### src/rtl/ibis_blit_pkg.sv
// Shared types for the ibis blitter scheduler.
// Descriptor layout, FSM states, blitter latency, index-width helper.
package ibis_blit_pkg;

  localparam int BLIT_W = 10;
  localparam int IBIS_BLITTER_PIPE_DEPTH = 5;

  // First member is MSB: src_x sits at bit 0.
  typedef struct packed {
    logic [BLIT_W-1:0] height;
    logic [BLIT_W-1:0] width;
    logic [BLIT_W-1:0] dst_y;
    logic [BLIT_W-1:0] dst_x;
    logic [BLIT_W-1:0] src_y;
    logic [BLIT_W-1:0] src_x;
  } blit_desc_t;

  typedef enum logic [2:0] {
    S_IDLE,
    S_LOAD,
    S_SCAN,
    S_DRAIN,
    S_DONE
  } sched_state_e;

  function automatic int idx_w(input int n);
    return (n > 1) ? $clog2(n) : 1;
  endfunction

endpackage

### src/rtl/ibis_blit_scheduler_if.sv
// Requester-side descriptor handshake bundle.
// req_valid/req_desc from requesters, req_ready back (one-hot or zero).
interface ibis_blit_scheduler_if
  import ibis_blit_pkg::*;
#(
  parameter int NUM_REQ = 2,
  parameter int WIDTH   = BLIT_W
);

  logic [NUM_REQ-1:0]         req_valid;
  logic [NUM_REQ-1:0]         req_ready;
  logic [NUM_REQ*6*WIDTH-1:0] req_desc;

  modport master (
    output req_valid,
    output req_desc,
    input  req_ready
  );

  modport slave (
    input  req_valid,
    input  req_desc,
    output req_ready
  );

endinterface

### src/rtl/ibis_rr_arbiter.sv
// Round-robin arbiter: grants first req at/after ptr.
// Ports: clk, rst_n, req, advance -> gnt (one-hot), gnt_idx.
module ibis_rr_arbiter
  import ibis_blit_pkg::*;
#(
  parameter int NUM_REQ = 2
) (
  input  logic                        clk,
  input  logic                        rst_n,
  input  logic [NUM_REQ-1:0]          req,
  input  logic                        advance,
  output logic [NUM_REQ-1:0]          gnt,
  output logic [idx_w(NUM_REQ)-1:0]   gnt_idx
);

  localparam int IW = idx_w(NUM_REQ);

  logic [IW-1:0] ptr;
  logic [IW-1:0] sel_hi;
  logic [IW-1:0] sel_lo;
  logic          any_hi;

  // Descending scan leaves the lowest match in each selector.
  always_comb begin
    sel_hi = '0;
    sel_lo = '0;
    any_hi = 1'b0;
    for (int i = NUM_REQ - 1; i >= 0; i--) begin
      if (req[i] && (IW'(i) >= ptr)) begin
        sel_hi = IW'(i);
        any_hi = 1'b1;
      end
      if (req[i]) begin
        sel_lo = IW'(i);
      end
    end
  end

  assign gnt_idx = any_hi ? sel_hi : sel_lo;

  always_comb begin
    gnt = '0;
    for (int i = 0; i < NUM_REQ; i++) begin
      gnt[i] = (|req) && (gnt_idx == IW'(i));
    end
  end

  always_ff @(posedge clk or negedge rst_n) begin
    if (!rst_n) begin
      ptr <= '0;
    end else if (advance) begin
      if (gnt_idx == IW'(NUM_REQ - 1)) begin
        ptr <= '0;
      end else begin
        ptr <= gnt_idx + 1'b1;
      end
    end
  end

endmodule

### src/rtl/ibis_blit_scheduler.sv
// Blit scheduler: RR grant, clip, raster scan, drain, done pulse.
// Ports: aclk/aresetn, req (slave if), blt_* config/scan, busy, done,
// done_id, pixel_count; IBIS_BLIT_SCHED_ABORT_EN adds abort/aborted.
module ibis_blit_scheduler
  import ibis_blit_pkg::*;
#(
  parameter int WIDTH      = BLIT_W,
  parameter int X_MAX      = 640,
  parameter int Y_MAX      = 480,
  parameter int NUM_REQ    = 2,
  parameter int PIPE_DEPTH = IBIS_BLITTER_PIPE_DEPTH
) (
  input  logic                      aclk,
  input  logic                      aresetn,
  ibis_blit_scheduler_if.slave      req,
  output logic                      blt_enable,
  output logic [WIDTH-1:0]          blt_x,
  output logic [WIDTH-1:0]          blt_y,
  output logic [WIDTH-1:0]          blt_x_src,
  output logic [WIDTH-1:0]          blt_y_src,
  output logic [WIDTH-1:0]          blt_x_dst,
  output logic [WIDTH-1:0]          blt_y_dst,
  output logic [WIDTH-1:0]          blt_width,
  output logic [WIDTH-1:0]          blt_height,
  input  logic                      blt_out_valid,
  output logic                      busy,
  output logic                      done,
  output logic [idx_w(NUM_REQ)-1:0] done_id,
  output logic [2*WIDTH-1:0]        pixel_count
`ifdef IBIS_BLIT_SCHED_ABORT_EN
  ,
  input  logic                      abort,
  output logic                      aborted
`endif
);

  localparam int IW = idx_w(NUM_REQ);
  localparam logic [WIDTH:0] XM = (WIDTH+1)'(X_MAX);
  localparam logic [WIDTH:0] YM = (WIDTH+1)'(Y_MAX);
  localparam logic [7:0] DRAIN_LAST = 8'(PIPE_DEPTH - 2);

  sched_state_e state;
  blit_desc_t   cur;
  logic [IW-1:0] cur_id;
  logic [IW-1:0] gnt_idx;
  logic [NUM_REQ-1:0] gnt;
  logic [WIDTH:0] sum_x, sum_y;
  logic [WIDTH:0] ex, ey, wx, wy;
  logic [WIDTH:0] ex_q, ey_q;
  logic [WIDTH:0] x_nxt, y_nxt;
  logic [7:0] drain_cnt;
  logic en_q;
  logic abrt_q;
  logic idle;
  logic adv;
  logic abort_now;
  logic unused_ok;

  assign idle = (state == S_IDLE);
  assign adv  = idle && (|req.req_valid);
  assign req.req_ready = idle ? gnt : '0;

  ibis_rr_arbiter #(
    .NUM_REQ (NUM_REQ)
  ) u_arb (
    .clk     (aclk),
    .rst_n   (aresetn),
    .req     (req.req_valid),
    .advance (adv),
    .gnt     (gnt),
    .gnt_idx (gnt_idx)
  );

`ifdef IBIS_BLIT_SCHED_ABORT_EN
  assign abort_now = abort;
  assign aborted   = done & abrt_q;
  assign unused_ok = blt_out_valid;
`else
  assign abort_now = 1'b0;
  assign unused_ok = blt_out_valid ^ abrt_q;
`endif

  // Abort squashes the pixel of the cycle it arrives in.
  assign blt_enable = en_q & ~abort_now;

  // Clip in WIDTH+1 bits so dst+size never wraps.
  assign sum_x = {1'b0, cur.dst_x} + {1'b0, cur.width};
  assign sum_y = {1'b0, cur.dst_y} + {1'b0, cur.height};
  assign ex = (sum_x > XM) ? XM : sum_x;
  assign ey = (sum_y > YM) ? YM : sum_y;
  assign wx = (ex > {1'b0, cur.dst_x}) ?
              ex - {1'b0, cur.dst_x} : '0;
  assign wy = (ey > {1'b0, cur.dst_y}) ?
              ey - {1'b0, cur.dst_y} : '0;

  assign x_nxt = {1'b0, blt_x} + 1'b1;
  assign y_nxt = {1'b0, blt_y} + 1'b1;

  always_ff @(posedge aclk or negedge aresetn) begin
    if (!aresetn) begin
      state       <= S_IDLE;
      cur         <= '0;
      cur_id      <= '0;
      ex_q        <= '0;
      ey_q        <= '0;
      drain_cnt   <= '0;
      en_q        <= 1'b0;
      abrt_q      <= 1'b0;
      busy        <= 1'b0;
      done        <= 1'b0;
      done_id     <= '0;
      pixel_count <= '0;
      blt_x       <= '0;
      blt_y       <= '0;
      blt_x_src   <= '0;
      blt_y_src   <= '0;
      blt_x_dst   <= '0;
      blt_y_dst   <= '0;
      blt_width   <= '0;
      blt_height  <= '0;
    end else begin
      unique case (state)
        S_IDLE: begin
          if (adv) begin
            cur <= blit_desc_t'(
              req.req_desc[int'(gnt_idx)*6*WIDTH +: 6*WIDTH]);
            cur_id      <= gnt_idx;
            busy        <= 1'b1;
            pixel_count <= '0;
            abrt_q      <= 1'b0;
            state       <= S_LOAD;
          end
        end
        S_LOAD: begin
          blt_x_src  <= cur.src_x;
          blt_y_src  <= cur.src_y;
          blt_x_dst  <= cur.dst_x;
          blt_y_dst  <= cur.dst_y;
          blt_width  <= wx[WIDTH-1:0];
          blt_height <= wy[WIDTH-1:0];
          blt_x      <= cur.dst_x;
          blt_y      <= cur.dst_y;
          ex_q       <= ex;
          ey_q       <= ey;
          if (abort_now) begin
            abrt_q    <= 1'b1;
            drain_cnt <= '0;
            state     <= S_DRAIN;
          end else if (wx == '0 || wy == '0) begin
            done    <= 1'b1;
            done_id <= cur_id;
            state   <= S_DONE;
          end else begin
            en_q  <= 1'b1;
            state <= S_SCAN;
          end
        end
        S_SCAN: begin
          if (abort_now) begin
            en_q      <= 1'b0;
            abrt_q    <= 1'b1;
            drain_cnt <= '0;
            state     <= S_DRAIN;
          end else begin
            pixel_count <= pixel_count + 1'b1;
            if (x_nxt != ex_q) begin
              blt_x <= x_nxt[WIDTH-1:0];
            end else if (y_nxt != ey_q) begin
              blt_x <= cur.dst_x;
              blt_y <= y_nxt[WIDTH-1:0];
            end else begin
              en_q      <= 1'b0;
              drain_cnt <= '0;
              state     <= S_DRAIN;
            end
          end
        end
        // DONE itself is the last of PIPE_DEPTH idle cycles.
        S_DRAIN: begin
          if (drain_cnt == DRAIN_LAST) begin
            done    <= 1'b1;
            done_id <= cur_id;
            state   <= S_DONE;
          end else begin
            drain_cnt <= drain_cnt + 1'b1;
          end
        end
        S_DONE: begin
          done  <= 1'b0;
          busy  <= 1'b0;
          state <= S_IDLE;
        end
        default: begin
          state <= S_IDLE;
        end
      endcase
    end
  end

endmodule

### src/flat_wrapper.sv
// flat-port wrapper written by rule: the top's interface ports become plain ports
module ibis_blit_scheduler_flat import ibis_blit_pkg::*;
#(
  parameter int WIDTH      = BLIT_W,
  parameter int X_MAX      = 640,
  parameter int Y_MAX      = 480,
  parameter int NUM_REQ    = 2,
  parameter int PIPE_DEPTH = IBIS_BLITTER_PIPE_DEPTH
)
  (aclk, aresetn, blt_enable, blt_x, blt_y, blt_x_src, blt_y_src, blt_x_dst, blt_y_dst, blt_width, blt_height, blt_out_valid, busy, done, done_id, pixel_count, req_req_valid, req_req_desc, req_req_ready);
  ibis_blit_scheduler_if #(.NUM_REQ(NUM_REQ), .WIDTH(WIDTH)) req_i ();
  input  logic aclk;
  input  logic aresetn;
  output logic blt_enable;
  output logic [WIDTH-1:0] blt_x;
  output logic [WIDTH-1:0] blt_y;
  output logic [WIDTH-1:0] blt_x_src;
  output logic [WIDTH-1:0] blt_y_src;
  output logic [WIDTH-1:0] blt_x_dst;
  output logic [WIDTH-1:0] blt_y_dst;
  output logic [WIDTH-1:0] blt_width;
  output logic [WIDTH-1:0] blt_height;
  input  logic blt_out_valid;
  output logic busy;
  output logic done;
  output logic [idx_w(NUM_REQ)-1:0] done_id;
  output logic [2*WIDTH-1:0] pixel_count;
  input wire logic [$bits(req_i.req_valid)-1:0] req_req_valid;
  input wire logic [$bits(req_i.req_desc)-1:0] req_req_desc;
  output wire logic [$bits(req_i.req_ready)-1:0] req_req_ready;
  assign req_i.req_valid = req_req_valid;
  assign req_i.req_desc = req_req_desc;
  assign req_req_ready = req_i.req_ready;
  ibis_blit_scheduler #(.WIDTH(WIDTH), .X_MAX(X_MAX), .Y_MAX(Y_MAX), .NUM_REQ(NUM_REQ), .PIPE_DEPTH(PIPE_DEPTH)) u_core (.aclk(aclk), .aresetn(aresetn), .req(req_i), .blt_enable(blt_enable), .blt_x(blt_x), .blt_y(blt_y), .blt_x_src(blt_x_src), .blt_y_src(blt_y_src), .blt_x_dst(blt_x_dst), .blt_y_dst(blt_y_dst), .blt_width(blt_width), .blt_height(blt_height), .blt_out_valid(blt_out_valid), .busy(busy), .done(done), .done_id(done_id), .pixel_count(pixel_count));
endmodule
### config.mk
export PLATFORM = sky130hd
export DESIGN_NAME = ibis_blit_scheduler_flat
export DESIGN_NICKNAME = d
export VERILOG_FILES = /design/src/rtl/ibis_blit_pkg.sv /design/src/rtl/ibis_blit_scheduler_if.sv /design/src/rtl/ibis_rr_arbiter.sv /design/src/rtl/ibis_blit_scheduler.sv /design/src/flat_wrapper.sv
export SDC_FILE = /design/constraint.sdc
export NUM_CORES = 1
export LEC_CHECK = 0
export BUFFER_PORTS_ARGS = -buffer_cell sky130_fd_sc_hd__buf_2
export CAP_MARGIN = 20
export CORE_MARGIN = 1.5
export CORE_UTILIZATION = 44
export DETAILED_ROUTE_END_ITERATION = 10
export PLACE_DENSITY_LB_ADDON = 0.15
export SLEW_MARGIN = 15
export SYNTH_ARGS = -nofsm -noshare
export SYNTH_HDL_FRONTEND = slang
export SYNTH_SLANG_ARGS = --single-unit
### constraint.sdc
create_clock -name aclk -period 7.1 [get_ports aclk]
set_input_delay 0.71 -clock aclk [delete_from_list [all_inputs] [get_ports aclk]]
set_output_delay 0.71 -clock aclk [all_outputs]
set_load 0.01 [all_outputs]
==> summary.md <==
| Metric | Value |
|---|---|
| Status | `completed` |
| Endpoints failing hold | `0` |
| Die H | `164 microns` |
| Post-Syn Area | `11400 sq um` |
| Area growth syn-to-layout | `17.9%` |
| Reg2reg start | `u_core.cur[30]` |
| DP Wirelength | `23100 microns` |
| Clk Latency, worst-skew pair | `0.44 ns` |
| Final Net Count | `1625` |
| Post-synthesis register bit count | `199` |
| F_max | `164 MHz` |
| Worst-path clk slew | `0.08 ns` |
| Remaining DRCs | `0` |
| WHS | `0.240 ns` |
| Total setup buffers inserted after CTS | `0` |
| Antenna-violating nets left | `0` |
| Gpl congestion | `0.887` |
| Pre-CTS setup slack | `0.908 ns` |
| Mapped Cells | `1257` |
| Synth Area in Simple Gates | `18.7%` |
| First DRT Iteration DRCs | `686` |
| Worst Tran Pin Value | `1.02 ns` |
| Starting Density | `45.0%` |
| Worst relative slew slack | `32.0%` |
| Via/cell ratio | `5.44` |
| Post-synthesis adder-cell area fraction | `5.53%` |
| WL final | `30600 microns` |
| CTS H-tree lvls | `4` |
| Core area | `25300 sq um` |
| Vias post-DR | `9770` |
| Dominant synthesized flop cell | `dfrtp_1` |
| RSZ-0062 raised after global routing | `false` |
| Crit path from | `u_core.cur[30]` |
| Worst Setup EP | `u_core.done_id` |
| Reg2reg path depth | `20` |
| Post-synthesis async set-or-reset flop share | `100%` |
| CTS tree | `built` |
| Row Count | `58` |
| Fin area | `13400 sq um` |
| Area post-placement | `12800 sq um` |
| Final cell count without fillers | `1795` |
| Share of cells above drive strength 1 | `20.3%` |
| Hold Path Class | `input pin to async pin` |
| Worst Path Arrival | `6.44 ns` |
| Final worst-path setup slack | `0.985 ns` |
| R2R Setup Slk | `0.98 ns` |
| GRT Util Overall | `23.4%` |
| Most frequent cells in the layout | `nand2_1, buf_2, dfrtp_1` |
| Final cycle utilization of the critical path | `86.1%` |
| Grt ovf | `0` |
| Largest net degree at the start of global routing | `106` |
| Placed Instances | `1763` |
| Leakage power of the design | `6.65 nW` |
| Synth Area in XOR/XNOR | `4.00%` |
| Synthesized Nets | `1430` |
| Compound-cell area share of the yosys netlist | `17.9%` |
| Avg Cell Area, Syn | `9.06 sq um` |
| Setup crit start kind | `flip-flop` |
| Sequential cell area fraction in the yosys report | `43.7%` |
| CTS root buf | `clkbuf_16` |
| Initial antenna violation count | `0` |
| Avg WL per Cell | `17.1 microns` |
| Fin Setup TNS | `0 ns` |
| Worst reg2reg path endpoint | `u_core.done_id` |
| Number of global-route vias before repair | `9101` |
| Max-cap violations | `0` |
| Tmin final | `6.12 ns` |
| IO Pins | `231` |
| Final Util | `53.0%` |
| DIE AREA | `26900 sq um` |
| Hold-fix buffers, CTS | `0` |
| Clock sink count | `199` |
| Post-synthesis mux area share | `6.29%` |
| DR pass1 iterations | `5` |
| Largest family of logic cells by synthesized area | `simple AND/OR/NAND/NOR gates` |
| Resized Gates After CTS | `0` |
| Endpoints failing setup | `0` |
| First-pass GRT wire length | `48900 microns` |
| Commonest non-fill, non-tap cell in the layout | `nand2_1` |
| VDD IR max | `0.274 mV` |
| Final Max Tran Viols | `0` |
| EDFF count, synth | `0` |
| Crit path max fanout | `10` |
| Clock buffer depth | `2` |
| Power Density | `600 nW/um^2` |
| Layout Skew | `0.0121 ns` |
| CP endpoint kind | `flip-flop` |
| Port bufs | `229` |
| Antenna cells | `0` |
| Data required time at the worst endpoint | `7.43 ns` |
| Distinct cells, synth | `83` |
| Yosys Warn Count | `0` |
| Setup CP Type | `flip-flop to flip-flop` |
| Die W | `164 microns` |
| Inserted Clock Buffers | `17` |
| Tot Pwr | `8.06 mW` |
## layout make-up
type	count	area, sq um
Clock buffer	18	439
Clock inverter	14	203
Fill cell	2451	11900
Inverter	46	173
Multi-Input combinational cell	952	6020
Sequential cell	199	4980
Tap cell	330	413
Timing Repair Buffer	236	1210
## synthesized netlist by cell type (6+ instances only)
cell type | count | area share, %
dfrtp_1 | 199 | 44
o21ai_0 | 132 | 5.8
nand3_1 | 35 | 1.5
nor3b_1 | 8 | 0.53
o211ai_1 | 9 | 0.59
or3_1 | 6 | 0.33
nor3_1 | 14 | 0.61
o31ai_1 | 18 | 1.2
xnor2_1 | 26 | 2.0
o22ai_1 | 8 | 0.44
inv_1 | 46 | 1.5
a21o_1 | 10 | 0.66
and2_1 | 9 | 0.49
nand2b_1 | 11 | 0.60
a22o_1 | 11 | 0.85
nor4_1 | 8 | 0.44
clkbuf_1 | 45 | 1.5
a22oi_1 | 8 | 0.53
nor2_1 | 62 | 2.0
a21oi_1 | 43 | 1.9
mux2i_1 | 69 | 6.1
nor2b_1 | 12 | 0.66
o21a_1 | 7 | 0.46
and3_1 | 10 | 0.55
buf_2 | 7 | 0.31
nand2_1 | 250 | 8.2
a211oi_1 | 9 | 0.59
a31oi_1 | 8 | 0.44
xor2_1 | 26 | 2.0
ha_1 | 44 | 4.8
nand4_1 | 10 | 0.55
or2_2 | 6 | 0.33
## critical path, stage by stage, from the launching register on
cell,delay [ns]
dfrtp_1,0.43
ha_1,0.23
inv_1,0.07
fa_1,0.20
nor2b_1,0.06
o21a_1,0.17
o31a_1,0.26
o41a_1,0.35
or4b_4,0.51
a211oi_4,0.52
nand2_4,0.17
nor2_1,0.16
ha_1,0.30
a211oi_1,0.50
nor3_1,0.17
nor4_1,0.38
o2111ai_1,0.15
a2111oi_0,0.47
a311oi_1,0.19
a21oi_1,0.36
mux2_2,0.38
## state kept, by name (all words and copies together), names as in the netlist, 11 cells and up
| register | flops |
|---|---|
| u_core.pixel_count | 20 |
| u_core.cur | 60 |
| u_core.ex_q | 11 |
| u_core.ey_q | 11 |
## logic make-up after synthesis
family / Yosys count
flip-flops: 199
buffers and inverters: 106
other: 1
XOR/XNOR: 52
adder cells (fa/ha/maj): 48
AO/OA/AOI/OAI: 317
multiplexers: 71
AND/OR/NAND/NOR: 463
## worst min-delay path by stage
stage	end	cells past startpoint	startpoint	slack, ns
global route	u_core.pixel_count[10]	1	aresetn	0.26
global placement	u_core.blt_y_src[2]	2	u_core.cur[12]	0.44
finish	u_core.pixel_count[10]	1	aresetn	0.24
detailed placement	u_core.blt_x_src[7]	2	u_core.cur[7]	0.45
floorplan	u_core.blt_enable	0	aresetn	0.41
CTS	u_core.pixel_count[10]	1	aresetn	0.26
## report_power, final
part,internal [mW],switching [mW]
Sequential,1.59,0.450
Clock,0.554,0.495
Combinational,1.93,3.03
## layer usage
layer	share of wire, %	global-route usage [%]	wire length (microns)	up-vias
li1	-	-	-	4836
met1	51	35.8	15500	4608
met2	43	34.9	13200	306
met3	5.2	3.31	1580	20
met4	1.1	5.33	327	0
met5	0	0	0	-
Note: power is estimated with default switching activity, not from simulation.
